<file path="config.mk">
export PLATFORM = sky130hd
export DESIGN_NAME = timer_counter
export DESIGN_NICKNAME = d
export VERILOG_FILES = /design/src/rtl/timer_counter.sv
export SDC_FILE = /design/constraint.sdc
export NUM_CORES = 1
export LEC_CHECK = 0
export CAP_MARGIN = 30
export CORE_MARGIN = 4
export CORE_UTILIZATION = 40
export CTS_BUF_LIST = sky130_fd_sc_hd__clkbuf_4 sky130_fd_sc_hd__clkbuf_8 sky130_fd_sc_hd__clkbuf_16
export CTS_CLUSTER_SIZE = 10
export DETAILED_ROUTE_END_ITERATION = 8
export MAX_ROUTING_LAYER = met4
export PLACE_DENSITY = 0.66
export SETUP_SLACK_MARGIN = 0.1
export SLEW_MARGIN = 20
export SYNTH_ARGS = -nofsm -noshare
export SYNTH_HDL_FRONTEND = slang
export SYNTH_SLANG_ARGS = --single-unit
export TNS_END_PERCENT = 30
</file>
<file path="constraint.sdc">
create_clock -name clk -period 4.35 [get_ports clk]
set_input_delay 0.435 -clock clk [delete_from_list [all_inputs] [get_ports clk]]
set_output_delay 0.435 -clock clk [all_outputs]
set_load 0.02 [all_outputs]
</file>
<file path="src/rtl/timer_counter.sv">
// Memory-mapped 32-bit countdown timer with CTRL/PRESET/COUNT registers.
// One-shot (mode 0, 2, 3) or auto-reload (mode 1); level IRQ gated by CTRL.IM.
module timer_counter (
  input  logic        clk,
  input  logic        reset,
  input  logic [31:0] Addr,
  input  logic        WE,
  input  logic [31:0] Din,
  output logic [31:0] Dout,
  output logic        IRQ
);

  typedef enum logic [1:0] {
    StIdle,
    StLoad,
    StCnt,
    StInt
  } state_e;

  localparam logic [1:0] RegCtrl   = 2'd0;
  localparam logic [1:0] RegPreset = 2'd1;
  localparam logic [1:0] RegCount  = 2'd2;

  state_e      state_q, state_d;
  logic [3:0]  ctrl_q, ctrl_d;
  logic [31:0] preset_q, preset_d;
  logic [31:0] count_q, count_d;
  logic        irq_flag_q, irq_flag_d;

  logic [1:0]  reg_sel;
  logic        wr_ctrl;
  logic        wr_preset;
  logic        enable;
  logic        auto_reload;
  logic        irq_set;
  logic        irq_clr;
  logic        unused_addr;

  assign reg_sel     = Addr[3:2];
  assign wr_ctrl     = WE && (reg_sel == RegCtrl);
  assign wr_preset   = WE && (reg_sel == RegPreset);
  assign enable      = ctrl_q[0];
  assign auto_reload = (ctrl_q[2:1] == 2'b01);
  assign unused_addr = ^{Addr[31:4], Addr[1:0]};

  // Expiry sets the flag even if a register write clears it in the same cycle.
  assign irq_set = (state_q == StCnt) && enable && (count_q <= 32'd1);
  assign irq_clr = wr_ctrl || wr_preset ||
                   ((state_q == StInt) && enable && auto_reload);

  always_comb begin
    state_d  = state_q;
    ctrl_d   = ctrl_q;
    preset_d = preset_q;
    count_d  = count_q;

    unique case (state_q)
      StIdle: begin
        if (enable) begin
          state_d = StLoad;
        end
      end
      StLoad: begin
        if (enable) begin
          count_d = preset_q;
          state_d = StCnt;
        end else begin
          state_d = StIdle;
        end
      end
      StCnt: begin
        if (!enable) begin
          state_d = StIdle;
        end else if (count_q > 32'd1) begin
          count_d = count_q - 32'd1;
        end else begin
          count_d = '0;
          state_d = StInt;
        end
      end
      StInt: begin
        if (!enable) begin
          state_d = StIdle;
        end else if (auto_reload) begin
          state_d = StLoad;
        end else begin
          ctrl_d[0] = 1'b0;
          state_d   = StIdle;
        end
      end
      default: state_d = StIdle;
    endcase

    // CPU writes are applied last so they override the FSM's own Enable clear.
    if (wr_ctrl) begin
      ctrl_d = Din[3:0];
    end
    if (wr_preset) begin
      preset_d = Din;
    end

    if (irq_set) begin
      irq_flag_d = 1'b1;
    end else if (irq_clr) begin
      irq_flag_d = 1'b0;
    end else begin
      irq_flag_d = irq_flag_q;
    end
  end

  always_ff @(posedge clk or posedge reset) begin
    if (reset) begin
      state_q    <= StIdle;
      ctrl_q     <= '0;
      preset_q   <= '0;
      count_q    <= '0;
      irq_flag_q <= 1'b0;
    end else begin
      state_q    <= state_d;
      ctrl_q     <= ctrl_d;
      preset_q   <= preset_d;
      count_q    <= count_d;
      irq_flag_q <= irq_flag_d;
    end
  end

  always_comb begin
    Dout = '0;
    unique case (reg_sel)
      RegCtrl:   Dout = {28'd0, ctrl_q};
      RegPreset: Dout = preset_q;
      RegCount:  Dout = count_q;
      default:   Dout = '0;
    endcase
  end

  assign IRQ = ctrl_q[3] & irq_flag_q;

endmodule

</file>
==> metrics.md <==
| Metric | Value |
|---|---|
| Outcome | `finished clean` |
| Final setup fails | `0` |
| Worst r2r path cells | `8` |
| Area share of the largest cell type after synthesis | `44.0%` |
| Worst path required time | `a little under 4 ns` |
| Max Freq | `just over 300 MHz` |
| Largest family of logic cells by synthesized area | `compound AO/OA/AOI/OAI gates` |
| Slew Limit Fails | `0` |
| Cell Area, Synth | `a little over 4000 um2` |
| Final Cycle Share | `75.9%` |
| Post-Synth XOR/XNOR Area | `0%` |
| Clock Tree Root | `clkbuf_8` |
| Post-synth top cells | `dfrtp_1 (71), mux2_2 (35), a22o_1 (28), nand2_1 (27), a21oi_1 (26)` |
| R2r startpoint | `state_q[0]` |
| Gates resized, CTS repair | `0` |
| Syn nets | `468` |
| 1st-iter DRT viols | `about 290` |
| Pre-CTS setup slack | `approximately 1.1 ns` |
| Final Hold Vio Count | `0` |
| Antenna violations before repair | `0` |
| Critical path peak fanout | `15` |
| Post-synthesis sequential area ratio | `44.0%` |
| Wire per inst | `~18 um` |
| Clk sinks | `71` |
| DRC | `0` |
| Worst-margin pin slew | `0.656 ns` |
| First-pass GRT wire length | `17800 um` |
| Post-CTS Repair Setup Buffers | `0` |
| WP data arrival | `roughly 2.9 ns` |
| Ys Warns | `0` |
| Synth-to-Final Area Change | `26.9%` |
| CTS tree | `done` |
| GPL Wtd Cong | `0.844` |
| Die Wd | `108 um` |
| Maximum VDD drop | `0.000238 V` |
| Most frequent cell after synthesis | `dfrtp_1` |
| DR vias/cell | `5.78` |
| Power per cell area | `554 nW/um2` |
| Detailed Place HPWL | `7490 um` |
| Vias in the first global route | `3483` |
| Layout Nets | `532` |
| GRT Util Overall | `roughly a fifth` |
| Leakage | `2.01 nW` |
| Setup TNS | `0 ns` |
| WS Path Type | `in -> out` |
| DR vias | `roughly 3500` |
| Synth area leader | `dfrtp_1` |
| Mux cell area share after synthesis | `a little under an eighth` |
| RSZ-0062 raised after global routing | `no` |
| Post-synthesis cell count | `399` |
| Inserted Clock Buffers | `9` |
| Minimum clock period | `between 3 and 4 ns` |
| WL final | `10700 um` |
| Die ar. | `11800 um2` |
| Max transition margin | `~56%` |
| Reg2reg end | `count_q[31]` |
| Remaining Overflow, GRT | `0` |
| Predominant post-synthesis flop cell | `dfrtp_1` |
| Tot Pwr | `about 2.8 mW` |
| CTS Hold Buffers Added | `0` |
| Final ANT Viol Nets | `0` |
| Critical path capture point type | `output port` |
| Asr flop ratio synth | `100%` |
| #FFs+latches synth | `71` |
| Top cells by area, synth | `dfrtp_1 (44%), mux2_2 (9.8%), a22o_1 (6.1%), a21oi_1 (3.2%), nand2_1 (2.5%)` |
| Die H | `between 100 and 150 um` |
| Clock latency on the worst-skew pair | `0.36 ns` |
| Diodes inserted | `0` |
| Row count | `36` |
| Core Area | `between 9000 and 10000 um2` |
| CTS clk-pin slew, worst paths | `0.07 ns` |
| Initial Util | `41.1%` |
| Hold Crit Class | `in -> async` |
| Synth Area in Compound Gates | `~22%` |
| Count of cell types in the netlist | `between 50 and 60` |
| Simple-Gate Fraction of Synth Area | `17.6%` |
| Worst setup SP type | `input pin` |
| I/O Buffers | `between 60 and 70` |
| Clk buf depth | `2` |
| Mean Syn Cell Area | `between 10 and 15 um2` |
| Maxcap violations | `0` |
| Final WS setup | `1.05 ns` |
| Post-synth EDFFs | `0` |
| R2R Setup Slk | `1.61 ns` |
| # H-tree levels | `3` |
| Adder-Cell Fraction of Synth Area | `less than 1%` |
| Ports | `100` |
| Pin count of the biggest net entering global routing | `40` |
| Layout cells sized above 1 | `17.3%` |
| 1st-pass router iterations | `5` |
| Clk_skew | `~0.0087 ns` |
[how the worst max path moves through the flow]
stage	start	to	slack [ns]	cells after the start
6_report	Addr[3]	Dout[10]	1.05	5
5_1_grt	Addr[3]	Dout[19]	0.87	5
4_1_cts	Addr[3]	Dout[10]	1.03	5
3_5_place_dp	Addr[3]	Dout[9]	1.05	5
3_3_place_gp	Addr[3]	Dout[19]	1.03	5
2_1_floorplan	reset	count_q[0]	2.12	1
[cell type report]
class	instances	area, um2
Timing Repair Buffer	79	782
Tap cell	133	166
Clock inverter	5	105
Sequential cell	71	1780
Clock buffer	11	145
Inverter	11	41.3
Fill cell	937	4700
Multi-Input combinational cell	291	2100
[layout by cell type (no fill, tap or decap), types with 6 or more instances in the layout]
cell type	instances
o211ai_1	11
or3_1	7
a22o_1	28
o21ai_0	16
and3_1	8
mux2i_1	6
buf_4	8
nor4_1	6
nand2_1	27
mux2_2	35
inv_1	10
dfrtp_1	71
nor2_1	14
a21oi_1	26
a22oi_1	8
clkbuf_8	10
nand3_1	17
o311ai_1	7
clkdlybuf4s50_1	69
[critical path: stages]
cell             delay, ns
clkdlybuf4s50_1       0.66
nor2b_2               0.63
buf_4                 0.33
a22o_1                0.17
clkdlybuf4s50_1       0.62
[state kept, by name, indices dropped and copies added, names as in the netlist]
register,cells
count_q,32
ctrl_q,4
preset_q,32
irq_flag_q,1
state_q,2
[metrics by stage]
| step | instance area [um2] | hold WS [ns] | util (%) | std cells |
|---|---|---|---|---|
| 6_report | 5120 | 0.441 | 52.1 | 601 |
| 5_1_grt | 5120 | 0.482 | 52.1 | 601 |
| 4_1_cts | 5120 | 0.453 | 52.1 | 601 |
| 3_5_place_dp | 4870 | 0.515 | 49.6 | 585 |
| 3_3_place_gp | 4840 | 0.502 | 49.3 | 583 |
| 2_1_floorplan | 4040 | 0.461 | - | 399 |
[report_power, final]
group          internal [mW]  switching (mW)
registers              0.856           0.273
clock network          0.403           0.259
logic                  0.486           0.559
[metal layers]
layer / routed length [um] / vias up / track usage (%)
met3: 578 / 11 / 2.51
met5: 0 / - / -
met4: 122 / 0 / 5.95
met1: 4960 / 1722 / 27.3
li1: - / 1650 / -
met2: 5050 / 92 / 30.5
[logic make-up (layout without fill, tap and decap cells)]
family          Yosys count  count (layout)
fa+ha+maj                 2               2
compound gates          127             127
simple gates            121             121
buf+inv                  37             106
mux                      41              41
flops                    71              71
No activity file was read; power rests on OpenSTA's default activity.
==> edit 1, RTL diff (config.mk and constraints unchanged) <==
Add an input register stage for `Addr`, `WE` and `Din`, with the module's reset; this delays them by one clock.
--- a/src/rtl/timer_counter.sv
+++ b/src/rtl/timer_counter.sv
@@ -21,6 +21,22 @@
   localparam logic [1:0] RegPreset = 2'd1;
   localparam logic [1:0] RegCount  = 2'd2;
 
+  logic [31:0] Addr_q;
+  logic WE_q;
+  logic [31:0] Din_q;
+
+  always_ff @(posedge clk or posedge reset) begin
+    if (reset) begin
+      Addr_q <= '0;
+      WE_q   <= '0;
+      Din_q  <= '0;
+    end else begin
+      Addr_q <= Addr;
+      WE_q   <= WE;
+      Din_q  <= Din;
+    end
+  end
+
   state_e      state_q, state_d;
   logic [3:0]  ctrl_q, ctrl_d;
   logic [31:0] preset_q, preset_d;
@@ -36,12 +52,12 @@
   logic        irq_clr;
   logic        unused_addr;
 
-  assign reg_sel     = Addr[3:2];
-  assign wr_ctrl     = WE && (reg_sel == RegCtrl);
-  assign wr_preset   = WE && (reg_sel == RegPreset);
+  assign reg_sel     = Addr_q[3:2];
+  assign wr_ctrl     = WE_q && (reg_sel == RegCtrl);
+  assign wr_preset   = WE_q && (reg_sel == RegPreset);
   assign enable      = ctrl_q[0];
   assign auto_reload = (ctrl_q[2:1] == 2'b01);
-  assign unused_addr = ^{Addr[31:4], Addr[1:0]};
+  assign unused_addr = ^{Addr_q[31:4], Addr_q[1:0]};
 
   // Expiry sets the flag even if a register write clears it in the same cycle.
   assign irq_set = (state_q == StCnt) && enable && (count_q <= 32'd1);
@@ -93,10 +109,10 @@
 
     // CPU writes are applied last so they override the FSM's own Enable clear.
     if (wr_ctrl) begin
-      ctrl_d = Din[3:0];
+      ctrl_d = Din_q[3:0];
     end
     if (wr_preset) begin
-      preset_d = Din;
+      preset_d = Din_q;
     end
 
     if (irq_set) begin
Function: changed (Yosys sat finds a counterexample within 4 cycles, from zero or initial values and one cycle with reset high).
==> edit 1 against the unedited design <==
- synthesized area rose by 27%
- synthesized cell count rose by 17%
- wire length rose by 32%
- via count rose by 20%
- hold slack improved by 0.030 ns
- sequential cell count rose by 35
- global-route usage rose by 0.73 points
- cell area rose by 23%
- total power rose by 32%
- setup slack improved by 0.15 ns
- sequential power rose by 35%
- die area rose by 25%
- critical path depth fell by 1
- critical endpoint is now Dout[31]
==> edit 1: results (changes against the unedited design) <==
* Share of cells above drive strength 1 at 14.8% (-2.5 points)
* Synthesized Nets at 536 (+15%)
* VDD IR max at 0.245 mV (+2.9%)
* Pin count of the biggest net entering global routing at 52 (+30%)
* Post-synthesis sequential area ratio at 51.9% (+7.9 points)
* WL/cell at 20.3 um (+14%)
* Buffer share of cell area at 12.4% (-2.9 points)
* Status: finished, final reports clean
* Signal inverters at 14 (+3)
* Worst-path fanout max at 19 (+4)
* Dpl ws at 1.50 ns (+0.444 ns)
* Yosys cell types at 54 (-5.3%)
* Core occupancy in the finished layout at 50.1% (-2.0 points)
* Tightest Hold Check Type: flop to flop
* R2r worst-path depth at 5 (-3)
* Antenna Cells at 0 (unchanged)
* DR vias at 4,155 (+20%)
* Critical path's largest stage delay at 0.62 ns (-0.04 ns)
* Vias in the first global route at 4,203 (+21%)
* Synth top area cells: dfrtp_1, mux2_2, a22o_1
* Critical Path AT at 2.72 ns (-0.15 ns)
* Fraction of area in registers at 42.1% (+7.4 points)
* HPWL after DPL at 9.49 mm (+27%)
* ClkCell Share at 5.23% (+0.34 points)
* Sink Count at 106 (+49%)
* Count of plain and timing-repair buffers at 81 (+2.5%)
* Power share of the combinational group at 35.4% (-1.4 points)
* Clkbuf count at 14 (+3)
* RePlAce Congestion at 0.912 (+8.1%)
* Congestion Overflow GR at 0 (unchanged)
* Multi-input combinational cell area at 2260 um^2 (+7.7%)
* Clock root buffer: clkbuf_16
* Multi-input gates at 310 (+6.5%)
* Top Family by Delay on Critical Path: buffers and inverters
* Port bufs at 69 (unchanged)
* Die ar. at 14,700 um^2 (+25%)
* Clock Skew at 0.00705 ns (-0.00169 ns)
* Fillcell total at 1,145 (+22%)
* Global-route wire length before repair at 22.8 mm (+28%)
* Gr usage total at 20.5% (+0.73 points)
* Avg Cell Area, Syn at 10.9 um^2 (+8.2%)
* Placed insts at 682 (+17%)
## edit 1: final timing paths
path                                   from      endpoint  slack, ns
worst max-delay path              Addr_q[3]      Dout[31]       1.20
worst min-delay path               Din_q[6]   preset_q[6]       0.47
worst max register to register  count_q[16]   count_q[27]       1.46
worst min register to register     Din_q[6]   preset_q[6]       0.47
max in group asynchronous             reset  preset_q[12]       2.96
min in group asynchronous             reset    state_q[1]       0.52
## edit 1: cell families (layout without fill, tap and decap cells)
kind of cell / Yosys count / after routing / synth area share, %
mux: 42 / 42 / 9.08
fa+ha+maj: 2 / 2 / 0.489
simple gates: 136 / 136 / 14.9
flops: 106 / 106 / 51.9
buf+inv: 51 / 111 / 3.94
xor+xnor: 1 / 1 / 0.171
compound gates: 129 / 129 / 19.6
## edit 1: metal layers
metal	vias to the layer above	wire length, um	GRT usage, %	part of all wire (%)
li1	1900	-	-	-
met1	2098	6400	27.6	45
met2	135	6740	31.1	48
met3	22	727	3.92	5.1
met4	0	306	7.58	2.2
met5	-	0	-	0
==> edit 2, RTL diff (same flow settings) <==
Made on the original files. Put a register stage on the output `Dout`, without a reset. The value now appears one clock later. The other outputs are not delayed to match.
--- a/src/rtl/timer_counter.sv
+++ b/src/rtl/timer_counter.sv
@@ -20,6 +20,8 @@
   localparam logic [1:0] RegCtrl   = 2'd0;
   localparam logic [1:0] RegPreset = 2'd1;
   localparam logic [1:0] RegCount  = 2'd2;
+
+  logic [31:0] Dout_d;
 
   state_e      state_q, state_d;
   logic [3:0]  ctrl_q, ctrl_d;
@@ -125,16 +127,20 @@
   end
 
   always_comb begin
-    Dout = '0;
+    Dout_d = '0;
     unique case (reg_sel)
-      RegCtrl:   Dout = {28'd0, ctrl_q};
-      RegPreset: Dout = preset_q;
-      RegCount:  Dout = count_q;
-      default:   Dout = '0;
+      RegCtrl:   Dout_d = {28'd0, ctrl_q};
+      RegPreset: Dout_d = preset_q;
+      RegCount:  Dout_d = count_q;
+      default:   Dout_d = '0;
     endcase
   end
 
   assign IRQ = ctrl_q[3] & irq_flag_q;
 
+  always_ff @(posedge clk) begin
+    Dout <= Dout_d;
+  end
+
 endmodule
 
Check against the original RTL: not equivalent (Yosys sat finds a counterexample within 4 cycles, from zero or initial values and one cycle with reset high).
==> edit 2 against the unedited design <==
- register-to-register slack worse by 0.23 ns
- sequential cell count up 32
- cell area rose by 12%
- core utilization down 0.075 points
- critical path depth grew 1
- count of clock-buffer cells in the layout decreased by 2
- synthesized cell count rose by 4.8%
- wire length is 4.3% higher
- largest power group unchanged
- synthesized area rose by 14%
- maximum frequency grew 11%
- total power up 22%
- setup slack improved by 0.33 ns
- first-iteration DRC count down 15%
- clock skew up 0.00099 ns
==> edit 2: results (changes against the unedited design) <==
* Status: finished, final reports clean
* Net Sw Frac at 35.4% (-3.0 points)
* Clkbuf count at 9 (-2)
* Vias per cell at 5.75 (-0.51%)
* Cells after Synth at 418 (+4.8%)
* Biggest regs: Dout x32, count_q x32, preset_q x32
* Global-route wire length before repair at 19.0 mm (+7.0%)
* Signal inverters at 9 (-2)
* Clock Skew at 0.00973 ns (+0.000993 ns)
* Initial DRC Count at 244 (-15%)
* Buffer share of cell area at 12.9% (-2.3 points)
* Yosys cell types at 62 (+8.8%)
* HPWL after DPL at 7.61 mm (+1.7%)
* ClkCell Share at 5.62% (+0.73 points)
* Vias in the first global route at 3,772 (+8.3%)
* Met1 Use GR at 23.9% (-3.4 points)
* Dpl ws at 1.43 ns (+0.378 ns)
* Synthesized Nets at 487 (+4.1%)
* Met2 WL at 5.50 mm (+8.9%)
* Clock root buffer: clkbuf_16
* WL/cell at 17.8 um (about the same)
* Core occupancy in the finished layout at 52.1% (-0.075 points)
* Sink Count at 103 (+45%)
* Static Leak at 0.00227 uW (+13%)
* Power share of the combinational group at 30.7% (-6.1 points)
* RePlAce Congestion at 0.845 (+0.19%)
* Initial antenna violation count at 0 (unchanged)
* Share of cells above drive strength 1 at 15.2% (-2.1 points)
* M1 WL at 4.96 mm (+0.16%)
* Async SR Flop Fraction at 68.9% (-31 points)
* Top Family by Delay on Critical Path: simple AND/OR/NAND/NOR gates
* Final cell count without fillers at 626 (+4.2%)
* Count of plain and timing-repair buffers at 76 (-3.8%)
* WHS at 0.516 ns (+0.0746 ns)
* Grt met2 use at 29.7% (-0.83 points)
* Fraction of area in registers at 42.1% (+7.4 points)
* Tap Cells at 140 (+5.3%)
* Multi-input gates at 282 (-3.1%)
* Metal3 WL at 590 um (+2.1%)
* Post-synthesis sequential area ratio at 52.6% (+8.6 points)
* Synth cell count leaders: dfrtp_1, mux2_2, dfxtp_1
* Placed insts at 610 (+4.3%)
* Final net count at 550 (+3.4%)
* R2r worst-path depth at 6 (-2)
* Met3 GRT Util at 4.84% (+2.3 points)
* Fillcell total at 1,014 (+8.2%)
* Critical path's slowest cell: nor4bb_1
* Synth top area cells: dfrtp_1, dfxtp_1, mux2_2
## edit 2: cell types whose count changed after synthesis, sizes merged, moves of 4 or more
cell	before	now
o21ai	19	23
nand3	18	14
dfxtp	0	32
or4	3	8
o311ai	9	4
a21oi	27	13
nor3	6	12
## edit 2: cells by family (layout without fill, tap and decap cells)
| group | count (synthesis) | count (layout) | synth area share, % |
|---|---|---|---|
| xor+xnor | 2 | 2 | 0.381 |
| mux | 39 | 39 | 9.45 |
| fa+ha+maj | 2 | 2 | 0.545 |
| simple gates | 124 | 124 | 15.7 |
| buf+inv | 33 | 101 | 3.08 |
| compound gates | 115 | 115 | 18.2 |
| flops | 103 | 103 | 52.6 |
## edit 2: worst register-to-register path, cell delays in order (launching register included)
cell and delay, ns:
dfrtp_1 0.43, nor4_1 0.54, nor4bb_1 0.72, nand4_2 0.40
nand2_2 0.37, o31ai_1 0.12, a221o_1 0.27
